### src/rtl/gcd_lcm_unit.sv
// ============================================================================
// gcd_lcm_unit
// ----------------------------------------------------------------------------
// Multi-cycle GCD/LCM coprocessor that sits behind the processor controller.
// The GCD uses the binary Stein algorithm, with one reduction step per cycle.
// The LCM reuses that GCD. It then performs an exact restoring division
// a0 / g and a shift-add multiply (a0 / g) * b0. The LCM is returned modulo
// 2^WIDTH, and an overflow flag reports any bits that were lost.
//
// Ports:
//   clk      - system clock, rising edge
//   reset    - asynchronous, active-low reset
//   Start    - launch strobe, sampled every cycle; honoured only in IDLE/DONE
//   lcm_sel  - 0 = GCD, 1 = LCM; captured together with Start
//   SrcA     - operand a (unsigned), captured with Start
//   SrcB     - operand b (unsigned), captured with Start
//   busy     - high while an operation is in flight (GCD, DIV, MUL states)
//   done     - one-cycle pulse when Result/ovf are valid
//   Result   - GCD, or the low WIDTH bits of the LCM
//   ovf      - LCM needed more than WIDTH bits; always 0 for GCD
// ============================================================================
module gcd_lcm_unit #(
    parameter int WIDTH = 32,
    parameter int CNTW  = 6
) (
    input  logic             clk,
    input  logic             reset,
    input  logic             Start,
    input  logic             lcm_sel,
    input  logic [WIDTH-1:0] SrcA,
    input  logic [WIDTH-1:0] SrcB,
    output logic             busy,
    output logic             done,
    output logic [WIDTH-1:0] Result,
    output logic             ovf
);

    typedef enum logic [2:0] {
        IDLE,
        GCD,
        DIV,
        MUL,
        DONE
    } state_t;

    // The DIV and MUL phases each run exactly WIDTH cycles, counted 0..WIDTH-1.
    localparam logic [CNTW-1:0] CNT_LAST = CNTW'(WIDTH - 1);
    localparam logic [CNTW-1:0] CNT_ONE  = CNTW'(1);

    state_t               state_q;

    // Captured operands and mode.
    logic [WIDTH-1:0]     a0_q;
    logic [WIDTH-1:0]     b0_q;
    logic                 lcmSel_q;

    // Stein working registers. k_q counts the shared factors of two.
    logic [WIDTH-1:0]     a_q;
    logic [WIDTH-1:0]     b_q;
    logic [CNTW-1:0]      k_q;

    // Divider: g_q is the divisor and rem_q the partial remainder.
    // quo_q first holds the dividend. It then shifts in the quotient bits
    // and, during MUL, acts as the multiplier.
    logic [WIDTH-1:0]     g_q;
    logic [WIDTH-1:0]     rem_q;
    logic [WIDTH-1:0]     quo_q;

    // Multiplier: double-width multiplicand and accumulator.
    logic [2*WIDTH-1:0]   mcand_q;
    logic [2*WIDTH-1:0]   acc_q;

    logic [CNTW-1:0]      cnt_q;

    // Registered outputs.
    logic                 busy_q;
    logic                 done_q;
    logic [WIDTH-1:0]     result_q;
    logic                 ovf_q;

    // Next-state values for one Stein step.
    logic [WIDTH-1:0]     a_d;
    logic [WIDTH-1:0]     b_d;
    logic [CNTW-1:0]      k_d;
    logic                 gcdExit;
    logic [WIDTH-1:0]     gcdVal;

    // Divider and multiplier step values.
    logic [WIDTH:0]       divShift;
    logic                 divGe;
    logic [WIDTH-1:0]     divDiff;
    logic [2*WIDTH-1:0]   accNext;
    logic                 cntLast;

    // One Stein step. Exactly one action is taken per cycle, in priority order.
    // When an operand reaches zero, the other operand, restored by the common
    // power of two, is the GCD.
    always_comb begin
        a_d     = a_q;
        b_d     = b_q;
        k_d     = k_q;
        gcdExit = 1'b0;
        gcdVal  = '0;
        if (a_q == '0) begin
            gcdExit = 1'b1;
            gcdVal  = b_q << k_q;
        end else if (b_q == '0) begin
            gcdExit = 1'b1;
            gcdVal  = a_q << k_q;
        end else if (!a_q[0] && !b_q[0]) begin
            a_d = a_q >> 1;
            b_d = b_q >> 1;
            k_d = k_q + CNT_ONE;
        end else if (!a_q[0]) begin
            a_d = a_q >> 1;
        end else if (!b_q[0]) begin
            b_d = b_q >> 1;
        end else if (a_q >= b_q) begin
            a_d = a_q - b_q;
        end else begin
            b_d = b_q - a_q;
        end
    end

    // Restoring division step. The partial remainder is always below g,
    // so the shifted trial value is below 2g. Whenever the subtraction is
    // taken, the difference therefore fits in WIDTH bits.
    always_comb begin
        divShift = {rem_q, quo_q[WIDTH-1]};
        divGe    = (divShift >= {1'b0, g_q});
        divDiff  = divShift[WIDTH-1:0] - g_q;
    end

    // Shift-add multiply step. The multiplier LSB selects whether the
    // current multiplicand is added.
    always_comb begin
        accNext = quo_q[0] ? (acc_q + mcand_q) : acc_q;
        cntLast = (cnt_q == CNT_LAST);
    end

    // Control FSM and datapath registers. All outputs are registered.
    // The done pulse and the busy drop land together in the DONE cycle.
    // A Start seen in DONE relaunches immediately, without passing through IDLE.
    always_ff @(posedge clk or negedge reset) begin
        if (!reset) begin
            state_q  <= IDLE;
            a0_q     <= '0;
            b0_q     <= '0;
            lcmSel_q <= 1'b0;
            a_q      <= '0;
            b_q      <= '0;
            k_q      <= '0;
            g_q      <= '0;
            rem_q    <= '0;
            quo_q    <= '0;
            mcand_q  <= '0;
            acc_q    <= '0;
            cnt_q    <= '0;
            busy_q   <= 1'b0;
            done_q   <= 1'b0;
            result_q <= '0;
            ovf_q    <= 1'b0;
        end else begin
            done_q <= 1'b0;
            case (state_q)
                IDLE, DONE: begin
                    if (Start) begin
                        a0_q     <= SrcA;
                        b0_q     <= SrcB;
                        lcmSel_q <= lcm_sel;
                        a_q      <= SrcA;
                        b_q      <= SrcB;
                        k_q      <= '0;
                        busy_q   <= 1'b1;
                        state_q  <= GCD;
                    end else begin
                        busy_q   <= 1'b0;
                        state_q  <= IDLE;
                    end
                end

                GCD: begin
                    a_q <= a_d;
                    b_q <= b_d;
                    k_q <= k_d;
                    if (gcdExit) begin
                        if (!lcmSel_q) begin
                            result_q <= gcdVal;
                            ovf_q    <= 1'b0;
                            busy_q   <= 1'b0;
                            done_q   <= 1'b1;
                            state_q  <= DONE;
                        end else if ((a0_q == '0) || (b0_q == '0)) begin
                            // The LCM with a zero operand is zero. Skipping the
                            // divide also avoids a division by g = 0.
                            result_q <= '0;
                            ovf_q    <= 1'b0;
                            busy_q   <= 1'b0;
                            done_q   <= 1'b1;
                            state_q  <= DONE;
                        end else begin
                            g_q     <= gcdVal;
                            rem_q   <= '0;
                            quo_q   <= a0_q;
                            cnt_q   <= '0;
                            state_q <= DIV;
                        end
                    end
                end

                DIV: begin
                    rem_q <= divGe ? divDiff : divShift[WIDTH-1:0];
                    quo_q <= {quo_q[WIDTH-2:0], divGe};
                    cnt_q <= cnt_q + CNT_ONE;
                    if (cntLast) begin
                        cnt_q   <= '0;
                        mcand_q <= {{WIDTH{1'b0}}, b0_q};
                        acc_q   <= '0;
                        state_q <= MUL;
                    end
                end

                MUL: begin
                    acc_q   <= accNext;
                    mcand_q <= mcand_q << 1;
                    quo_q   <= quo_q >> 1;
                    cnt_q   <= cnt_q + CNT_ONE;
                    if (cntLast) begin
                        cnt_q    <= '0;
                        result_q <= accNext[WIDTH-1:0];
                        ovf_q    <= |accNext[2*WIDTH-1:WIDTH];
                        busy_q   <= 1'b0;
                        done_q   <= 1'b1;
                        state_q  <= DONE;
                    end
                end

                default: begin
                    busy_q  <= 1'b0;
                    state_q <= IDLE;
                end
            endcase
        end
    end

    assign busy   = busy_q;
    assign done   = done_q;
    assign Result = result_q;
    assign ovf    = ovf_q;

endmodule
### config.mk
export PLATFORM = sky130hd
export DESIGN_NAME = gcd_lcm_unit
export DESIGN_NICKNAME = d
export VERILOG_FILES = /design/src/rtl/gcd_lcm_unit.sv
export SDC_FILE = /design/constraint.sdc
export NUM_CORES = 1
export LEC_CHECK = 0
export ABC_CLOCK_PERIOD_IN_PS = 10200
export BUFFER_PORTS_ARGS = -buffer_cell sky130_fd_sc_hd__buf_4
export CAP_MARGIN = 10
export CORE_AREA = 5 5 222 267
export CTS_BUF_LIST = sky130_fd_sc_hd__clkbuf_4 sky130_fd_sc_hd__clkbuf_8 sky130_fd_sc_hd__clkbuf_16
export CTS_CLUSTER_SIZE = 8
export DETAILED_ROUTE_END_ITERATION = 12
export DIE_AREA = 0 0 227 272
export PLACE_DENSITY = 0.71
export REMOVE_ABC_BUFFERS = 1
export SYNTH_ARGS = -nofsm -noshare
export SYNTH_HDL_FRONTEND = slang
export SYNTH_SLANG_ARGS = --single-unit
export TNS_END_PERCENT = 50
### constraint.sdc
create_clock -name clk -period 10.2 [get_ports clk]
set_input_delay 0 -clock clk [delete_from_list [all_inputs] [get_ports clk]]
set_output_delay 0 -clock clk [all_outputs]
set_load 0.1 [all_outputs]
==> flow_summary.json <==
{
  "outcome": "finished clean",
  "crit_fanout": 28,
  "cpMaxStageDelayCell": "a21oi_1",
  "port_buffers": 102,
  "cts_buffers": 56,
  "reg2regPathDepth": 17,
  "avgRoutedWirePerCell_um": 21.61,
  "gp_congestion": 0.9721,
  "synth_ff_type": "dfrtp_1",
  "vdd_drop_max_mv": 0.1194,
  "antenna_left": 0,
  "rrSetupSlack_ns": 5.14,
  "setup.worst_path.class": "reg2reg",
  "end_kind": "register",
  "min_to": "b_q[0]$_DFFE_PN0P_",
  "fmax_mhz": 197.7,
  "synthXorXnorAreaFrac": 0.03918,
  "rows": 96,
  "synth_compound_area_frac": 0.2592,
  "fin_nets": 4048,
  "grt_max_degree": 147,
  "fp.dieW_um": 227,
  "hp-start": "Start",
  "drtPass1Iterations": 6,
  "grt_first_pass_wirelength_um": 155600,
  "synth_warnings": 0,
  "maxSlewHeadroom": 0.3182,
  "synth_mux_area_frac": 0.05618,
  "drc_errors": 0,
  "pre_cts_slack_ns": 5.205,
  "num_io_pins": 103,
  "start_kind": "register",
  "core_area_um2": 56570,
  "synth_top_area_share": 0.3342,
  "syn_avg_cell_area_um2": 7.947,
  "seqPwrFrac": 0.471,
  "cp_top_family": "compound AO/OA/AOI/OAI gates",
  "intPower_mw": 2.644,
  "synthDominantAreaCellType": "dfrtp_1",
  "hold_class": "in2reg",
  "synth-edff-count": 0,
  "synth.area.top_cells": "dfrtp_1 (33%), nand2_1 (7.4%), ha_1 (6.7%)",
  "dpl.hpwl_um": 73050,
  "cts-root-buf": "clkbuf_16",
  "swShare": 0.2229,
  "synth_top_family_by_area": "compound AO/OA/AOI/OAI gates",
  "worstPathRequired_ns": 10.72,
  "arrival_ns": 5.58,
  "synth_cell_types": 100,
  "drv_slew": 0,
  "post_cts_buffers": 0,
  "crit_chain": "inv_1, ha_1, inv_1, fa_1, a21o_1, a21oi_1, o21ai_0, a21o_1, o21ai_1, o21ai_0, a21oi_1, a31oi_1, o21ai_2, buf_4, and2_1, a221oi_1, o31ai_1",
  "vias": 28660,
  "grt_pass1_vias": 27650,
  "path_buf_inv": 3,
  "synthAdderAreaFrac": 0.06941,
  "syn_inst": 3797,
  "power_switching_uw": 758.4,
  "worst_pin_slew_ns": 1.017,
  "drive_gt1_frac": 0.07845,
  "drtIter0Drc": 2734,
  "finalSetupViolCount": 0,
  "slowest_delay_ns": 0.51,
  "drv_cap": 0,
  "worst_slack_ns": 5.143,
  "gr-total-overflow": 0,
  "clkPwrFrac": 0.503,
  "fin_crit_ns": 5.057,
  "cts_tree": "yes",
  "viasPerCell": 6.287,
  "syn_area_um2": 30180,
  "p_per_area_nw_per_um2": 101.7,
  "start_util": 0.5334,
  "rsz0062_at_grt": "no",
  "die_h_um": 272,
  "antenna_found_initial": 1,
  "syn2layout_area_growth_pct": 10.90,
  "path_clk_slew_ns": 0.06,
  "power_frac_comb": 0.026,
  "numClockSinks": 403,
  "setup_tns_ns": 0,
  "track_usage": 0.3140,
  "synthArstFlopShare": 1.000,
  "ys_ff_latch": 403,
  "whs_path_depth": 5,
  "hold_viol_final": 0,
  "ctsLongestPathBuffers": 3,
  "ys_seq_area_frac": 0.3342,
  "power_mw": 3.402,
  "worstReg2RegEnd": "b_q[25]$_DFFE_PN0P_",
  "min_period_over_period": 0.4958,
  "drt_wl_total_um": 98540,
  "synth-simple-area-share": 0.1901,
  "p_leak_nw": 15.69,
  "finalClockSkew_ns": 0.02707,
  "clk_latency_ns": 0.63,
  "dieArea_um2": 61740,
  "n_antenna_cell": 0,
  "htree_levels": 2,
  "rr_startpoint": "a_q[0]$_DFFE_PN0P_"
}
## worst register-to-register path: cells and delay by family, from the launching register on
kind	cells	cell delay, ns
AOI/OAI and AO/OA	11	2.60
adders and majority gates	2	0.70
buffers and inverters	3	0.67
DFF	1	0.47
and+or+nand+nor	1	0.52
## power groups by stage
stage                     Sequential, mW  Clock [mW]  Combinational, mW
final                               1.60        1.71             0.0891
after global routing                1.60        1.80             0.0983
after CTS                           1.60        1.73             0.0904
after detailed placement            1.63           0             0.0697
after global placement              1.63           0             0.0700
after floorplan                     1.63           0           0.000385
## flip-flops by register name, summed over array words and instances, names as in the netlist
signal	flops
state_q	3
g_q	32
Result	32
mcand_q	64
k_q	6
cnt_q	6
a0_q	32
ovf	1
rem_q	32
lcmSel_q	1
busy	1
done	1
acc_q	64
b_q	32
b0_q	32
a_q	32
quo_q	32
## Yosys cell counts, types with 44 or more instances
library cell  number
nor4_1            44
xor2_1            56
nand4_1           48
a21o_1           101
xnor2_1           79
ha_1             161
mux2i_1          121
dfrtp_1          403
nand3_1           76
a211oi_1          44
inv_1            139
nor3_1            51
o211ai_1          48
a21oi_1          371
nor2_1           338
a22o_1            50
o21ai_0          335
a31oi_1           58
nand2_1          591
clkbuf_1         214
## cell usage in the layout, fill, tap and decap left out, types with 17 or more instances in the layout
cell type and instances:
a211oi_1 44, mux2i_1 121, o21bai_1 27, nor4_1 44
nor2_1 336, o211ai_1 48, dlygate4sd3_1 68, a22o_1 50
o21ai_0 335, mux2_2 23, a221oi_1 22, dfrtp_1 398
buf_4 140, o22ai_1 22, nand2b_1 28, nand2_1 587
o21a_1 25, a21o_1 101, xor2_1 56, nor2b_1 17
a21oi_1 370, inv_1 139, xnor2_1 79, a31oi_1 58
nor3_1 50, nand4_1 48, ha_1 161, clkbuf_16 57
nand3_1 76, o31ai_1 32
## stage by stage
step | utilization | cell area (µm²) | cells | hold slack (ns)
6_report | 0.5916 | 33470 | 4559 | 0.1042
5_1_grt | 0.5916 | 33470 | 4559 | 0.1408
4_1_cts | 0.5916 | 33470 | 4559 | 0.09139
3_5_place_dp | 0.5528 | 31280 | 4424 | 0.04610
3_3_place_gp | 0.5528 | 31280 | 4424 | 0.04481
2_1_floorplan | - | 29150 | 3547 | -0.2956
## metal layers
layer  up-vias  global-route usage  share of wire
met1     13670              0.3949           0.39
met4         2              0.1650          0.063
met3       287             0.03870          0.062
met5         -            0.005645        0.00012
met2      1070              0.5275           0.48
li1      13630                   -              -
## timing repair
item,CTS,global route
hold buffers,68,0
hold endpoints to repair,216,0
resized for setup,0,0
## area by class of cell
cell class / instances / area [µm²]
Timing Repair Buffer: 210 / 1767
Sequential cell: 403 / 10100
Fill cell: 5174 / 23110
Tap cell: 735 / 919.6
Clock buffer: 65 / 1493
Inverter: 142 / 533.0
Multi-Input combinational cell: 3002 / 18640
Clock inverter: 2 / 17.52
## logic make-up after synthesis
logic type,after synthesis
AOI/OAI and AO/OA,1255
xor gates and xnor gates,135
adders and majority gates,165
buffers and inverters,392
DFF,403
muxes,154
and+or+nand+nor,1293
## how the worst max path moves through the flow
| stage | startpoint | to | slack [ns] | cells past startpoint |
|---|---|---|---|---|
| 2_1_floorplan | state_q[0]$_DFFE_PN0P_ | ovf$_DFFE_PN0P_ | 2.65 | 7 |
| 3_3_place_gp | a_q[0]$_DFFE_PN0P_ | b_q[25]$_DFFE_PN0P_ | 5.32 | 17 |
| 3_5_place_dp | a_q[0]$_DFFE_PN0P_ | b_q[27]$_DFFE_PN0P_ | 5.20 | 17 |
| 4_1_cts | a_q[0]$_DFFE_PN0P_ | b_q[25]$_DFFE_PN0P_ | 5.21 | 17 |
| 5_1_grt | a_q[0]$_DFFE_PN0P_ | b_q[25]$_DFFE_PN0P_ | 4.90 | 17 |
| 6_report | a_q[0]$_DFFE_PN0P_ | b_q[25]$_DFFE_PN0P_ | 5.14 | 17 |
No activity file was read; power rests on OpenSTA's default activity.
